<file path="config.mk">
export PLATFORM = sky130hd
export DESIGN_NAME = reg_wb_arbiter
export DESIGN_NICKNAME = d
export VERILOG_FILES = /design/src/rtl/reg_wb_arbiter_pkg.sv /design/src/rtl/reg_wb_arbiter_rr_arbiter.sv /design/src/rtl/reg_wb_arbiter.sv
export SDC_FILE = /design/constraint.sdc
export NUM_CORES = 1
export LEC_CHECK = 0
export CORE_MARGIN = 10
export CORE_UTILIZATION = 40
export DETAILED_ROUTE_END_ITERATION = 10
export GPL_ROUTABILITY_DRIVEN = 0
export PLACE_DENSITY = 0.87
export SETUP_SLACK_MARGIN = 0.05
export SLEW_MARGIN = 25
export SYNTH_ARGS = -nofsm -noshare
export SYNTH_HDL_FRONTEND = slang
export SYNTH_SLANG_ARGS = --single-unit
</file>
<file path="constraint.sdc">
create_clock -name clk -period 6 [get_ports clk]
set_clock_uncertainty 0.05 [all_clocks]
set_input_delay 0.6 -clock clk [delete_from_list [all_inputs] [get_ports clk]]
set_output_delay 0.6 -clock clk [all_outputs]
set_load 0.005 [all_outputs]
</file>
<file path="src/rtl/reg_wb_arbiter_pkg.sv">
// Shared write-back definitions: field widths, entry layout and source indices.
package reg_wb_arbiter_pkg;

    localparam int unsigned REG_DATA_WIDTH  = 32;
    localparam int unsigned REG_ADDR_WIDTH  = 5;
    localparam int unsigned COMMIT_ID_WIDTH = 4;

    localparam int unsigned WB_SRC_ALU = 0;
    localparam int unsigned WB_SRC_MUL = 1;
    localparam int unsigned WB_SRC_DIV = 2;
    localparam int unsigned WB_SRC_LSU = 3;

    // Same field order as the write-back FIFO entry
    typedef struct packed {
        logic [REG_DATA_WIDTH-1:0]  wdata;
        logic [REG_ADDR_WIDTH-1:0]  waddr;
        logic [COMMIT_ID_WIDTH-1:0] commit_id;
    } wb_req_t;

endpackage

</file>
<file path="src/rtl/reg_wb_arbiter_rr_arbiter.sv">
// Rotating-priority one-hot arbiter; search starts at ptr and wraps. Purely combinational.
module rr_arbiter #(
    parameter  int unsigned NUM_REQ = 4,
    localparam int unsigned PTR_W   = $clog2(NUM_REQ)
) (
    input  logic [NUM_REQ-1:0] req,
    input  logic [PTR_W-1:0]   ptr,
    output logic [NUM_REQ-1:0] grant,
    output logic [PTR_W-1:0]   grant_idx,
    output logic               grant_valid
);

    // First requester at or after ptr, modulo NUM_REQ (explicit wrap, any NUM_REQ)
    always_comb begin
        int unsigned idx;
        logic [PTR_W-1:0] sel;
        grant       = '0;
        grant_idx   = '0;
        grant_valid = 1'b0;
        idx         = 0;
        sel         = '0;
        for (int unsigned i = 0; i < NUM_REQ; i++) begin
            idx = 32'(ptr) + i;
            if (idx >= NUM_REQ) begin
                idx = idx - NUM_REQ;
            end
            sel = PTR_W'(idx);
            if (!grant_valid && req[sel]) begin
                grant[sel]  = 1'b1;
                grant_idx   = sel;
                grant_valid = 1'b1;
            end
        end
    end

endmodule

</file>
<file path="src/rtl/reg_wb_arbiter.sv">
// Round-robin scheduler sharing the regfile write port among write-back FIFOs.
module reg_wb_arbiter
    import reg_wb_arbiter_pkg::*;
#(
    parameter  int unsigned NUM_SRC = 4,
    localparam int unsigned PTR_W   = $clog2(NUM_SRC)
) (
    input  logic                                 clk,
    input  logic                                 rst_n,
    input  logic [NUM_SRC-1:0]                   src_valid_i,
    input  logic [NUM_SRC*REG_DATA_WIDTH-1:0]    src_wdata_i,
    input  logic [NUM_SRC*REG_ADDR_WIDTH-1:0]    src_waddr_i,
    input  logic [NUM_SRC*COMMIT_ID_WIDTH-1:0]   src_commit_id_i,
    input  logic                                 hold_i,
    output logic [NUM_SRC-1:0]                   src_pop_o,
    output logic                                 reg_we_o,
    output logic [REG_ADDR_WIDTH-1:0]            reg_waddr_o,
    output logic [REG_DATA_WIDTH-1:0]            reg_wdata_o,
    output logic                                 commit_valid_o,
    output logic [COMMIT_ID_WIDTH-1:0]           commit_id_o,
    output logic [PTR_W-1:0]                     grant_src_o
);

    logic [PTR_W-1:0]   rr_ptr;
    logic [NUM_SRC-1:0] req_masked;
    logic [NUM_SRC-1:0] grant_vec;
    logic [PTR_W-1:0]   grant_idx;
    logic               grant_valid;
    logic [PTR_W-1:0]   ptr_next;
    wb_req_t            heads [NUM_SRC];
    wb_req_t            sel_req;

    // Unpack the flat FIFO head buses into per-source entries
    always_comb begin
        for (int unsigned k = 0; k < NUM_SRC; k++) begin
            heads[k].wdata     = src_wdata_i[k*REG_DATA_WIDTH +: REG_DATA_WIDTH];
            heads[k].waddr     = src_waddr_i[k*REG_ADDR_WIDTH +: REG_ADDR_WIDTH];
            heads[k].commit_id = src_commit_id_i[k*COMMIT_ID_WIDTH +: COMMIT_ID_WIDTH];
        end
    end

    assign req_masked = hold_i ? '0 : src_valid_i;

    rr_arbiter #(
        .NUM_REQ (NUM_SRC)
    ) u_rr_arbiter (
        .req         (req_masked),
        .ptr         (rr_ptr),
        .grant       (grant_vec),
        .grant_idx   (grant_idx),
        .grant_valid (grant_valid)
    );

    // Pop is the one-hot grant, forced off while reset is held
    assign src_pop_o = rst_n ? grant_vec : '0;
    assign sel_req   = heads[grant_idx];
    assign ptr_next  = (grant_idx == PTR_W'(NUM_SRC - 1)) ? '0 : grant_idx + PTR_W'(1);

    // Capture the granted head; strobes drop when idle, payload holds
    always_ff @(posedge clk or negedge rst_n) begin
        if (!rst_n) begin
            rr_ptr         <= '0;
            reg_we_o       <= 1'b0;
            reg_waddr_o    <= '0;
            reg_wdata_o    <= '0;
            commit_valid_o <= 1'b0;
            commit_id_o    <= '0;
            grant_src_o    <= '0;
        end else if (grant_valid) begin
            rr_ptr         <= ptr_next;
            reg_we_o       <= (sel_req.waddr != '0);
            reg_waddr_o    <= sel_req.waddr;
            reg_wdata_o    <= sel_req.wdata;
            commit_valid_o <= 1'b1;
            commit_id_o    <= sel_req.commit_id;
            grant_src_o    <= grant_idx;
        end else begin
            reg_we_o       <= 1'b0;
            commit_valid_o <= 1'b0;
        end
    end

endmodule
</file>
==> out/qor.yml <==
leakagePower_nw: 2.309
post_cts_buffers: 0
max_cap_violations: 0
p_per_area_nw_per_um2: 383.2
cts-hold-fix-buffers: 0
rsz0062_at_grt: "false"
report.power.total_mw: 2.219
drtPass1Iterations: 4
end_kind: "flop"
start_util_pct: 41.57
ys_async_sr_fraction_pct: 100.0
ant_nets: 0
synth_area_leader_cell: "dfrtp_1"
synth_cell_types: 40
slowest_delay_ns: 0.68
wl_per_cell_um: 23.38
hold_viol_final: 0
die_area_um2: 12790
port_buffers: 219
cts_tree: "done"
grt_pass1_wl_um: 19860
drt-total-wl_um: 13120
cp_slowest_cell: "dfrtp_1"
drive_above_1_share_pct: 22.15
ys_top_cells_by_area: "dfrtp_1, mux4_2, mux2_4"
timing.fmax_mhz: 241.9
synthToLayoutAreaGrowth_pct: 67.02
synth_edf_count: 0
io_pins: 220
required_ns: 6.14
setup_viol: 0
layout.nets: 634
die_x_um: 113.1
fin_crit_sh_pct: 68.90
htreeDepth: 2
root_buffer: "clkbuf_8"
core_area_um2: 8341
netlist_top_cells_count: "dfrtp_1, mux4_2, mux2_4, nand2_1, clkbuf_1"
vias: 3117
slew_headroom_pct: 47.98
ir_drop_mv: 0.2011
antenna_found_initial: 0
vias_per_cell: 5.556
clk_path_buf_depth: 2
slew_viol_final: 0
post_cts_resized: 0
dieHeight_um: 113.1
synthCells: 244
hp-class: "input port to asynchronous set/reset pin"
ys_seq_area_share_pct: 33.92
cts_buffers: 5
row_count: 33
crit_fanout: 34
grt_max_degree: 48
ys_ff_latch: 47
finalCriticalPeriod_ns: 4.134
drt_iter0_drc: 162
worstMarginPinSlew_ns: 0.7804
grt_pass1_vias: 3503
synth_area_um2: 3467
crit_chain: "inv_1 > ha_1 > or2_2 > o22ai_4 > mux2i_1 > a211o_4 > buf_4 > mux4_2 > mux2_4"
cts.sinks: 47
run_status: "completed"
start_kind: "flop"
path_class: "flop to flop"
synth_nets: 423
grtUsageTotal_pct: 19.60
fin_setup_tns_ns: 0
insertion_delay_ns: 0.28
synth.most_common_cell: "dfrtp_1"
yosysTopAreaCellShare_pct: 33.92
yosysWarnings: 0
postSynthAreaPerCell_um2: 14.21
grt-ovfl-total: 0
dp_hpwl_um: 10900
clk_pin_slew_worst_paths_ns: 0.10
critPathArrivalTime_ns: 4.28
num_antenna_cells: 0
drc: 0
synth_flop_cell: "dfrtp_1"
[cells in the final DEF, fill, tap and decap left out, types with 5 or more instances in the layout]
master and count:
nand2_1 20, nor2_1 5, mux4_2 39, clkdlybuf4s50_1 218
mux2_4 38, a21oi_1 7, nor3_1 6, o21ai_0 7
dfrtp_1 47, clkbuf_8 7, ha_1 8
[path summary, 6_finish.rpt]
kind / end / cells after the start / start / slack (ns)
worst max-delay path: reg_wdata_o[28]$_DFFE_PN0P_ / 9 / rr_ptr[0]$_DFFE_PN0P_ / 1.87
worst min-delay path: reg_waddr_o[1]$_DFFE_PN0P_ / 2 / rst_n / 0.37
worst max register to register: reg_wdata_o[28]$_DFFE_PN0P_ / 9 / rr_ptr[0]$_DFFE_PN0P_ / 1.87
worst min register to register: grant_src_o[0]$_DFFE_PN0P_ / 2 / grant_src_o[0]$_DFFE_PN0P_ / 0.44
max in group asynchronous: grant_src_o[1]$_DFFE_PN0P_ / 2 / rst_n / 5.13
min in group clk: grant_src_o[0]$_DFFE_PN0P_ / 2 / grant_src_o[0]$_DFFE_PN0P_ / 0.44
[metrics by stage]
stage / setup WS, ns / hold WS, ns / util, % / std cells / area [um^2]
2_1_floorplan: 2.787 / 0.2544 / - / 244 / 3467
3_3_place_gp: 1.695 / 0.4103 / 68.14 / 553 / 5683
3_5_place_dp: 1.519 / 0.4226 / 68.14 / 553 / 5683
4_1_cts: 1.523 / 0.3929 / 69.34 / 561 / 5783
5_1_grt: 1.512 / 0.4236 / 69.43 / 561 / 5791
6_report: 1.866 / 0.3708 / 69.43 / 561 / 5791
[critical path: cells and delay by family, from the launching register on]
kind	cells	cell delay, ns
DFF	1	0.68
muxes	3	1.14
AOI/OAI and AO/OA	2	0.81
buffers and inverters	2	0.60
and+or+nand+nor	1	0.32
adders and majority gates	1	0.43
[per-layer routing]
layer	vias up	global-route usage (%)	part of all wire, %
met4	0	4.992	1.2
met1	1528	22.95	38
met2	195	33.10	50
li1	1382	-	-
met5	-	0	0
met3	12	7.343	11
[cells by family after synthesis]
kind of cell / share of synthesized area, %
multiplexers: 45.83
flip-flops: 33.92
XOR/XNOR: 0.2527
AO/OA/AOI/OAI: 5.161
adder cells (fa/ha/maj): 2.887
buffers and inverters: 4.799
AND/OR/NAND/NOR: 7.146
[flip-flops by register name, summed over array words and instances, names as in the netlist]
name	flops
reg_wdata_o	32
reg_we_o	1
commit_id_o	4
reg_waddr_o	5
commit_valid_o	1
grant_src_o	2
rr_ptr	2
[where the power goes]
| group | switching [mW] | internal, mW |
|---|---|---|
| logic | 0.508 | 0.908 |
| clock network | 0.106 | 0.105 |
| registers | 0.116 | 0.475 |
[cell type report]
type	instances	area, um^2
tap	105	131.4
clock buffer	8	100.1
inverter	5	18.77
fill	598	2550
timing repair buffer	223	2217
sequential	47	1176
multi-input combinational	173	2147
Note: power is estimated with default switching activity, not from simulation.
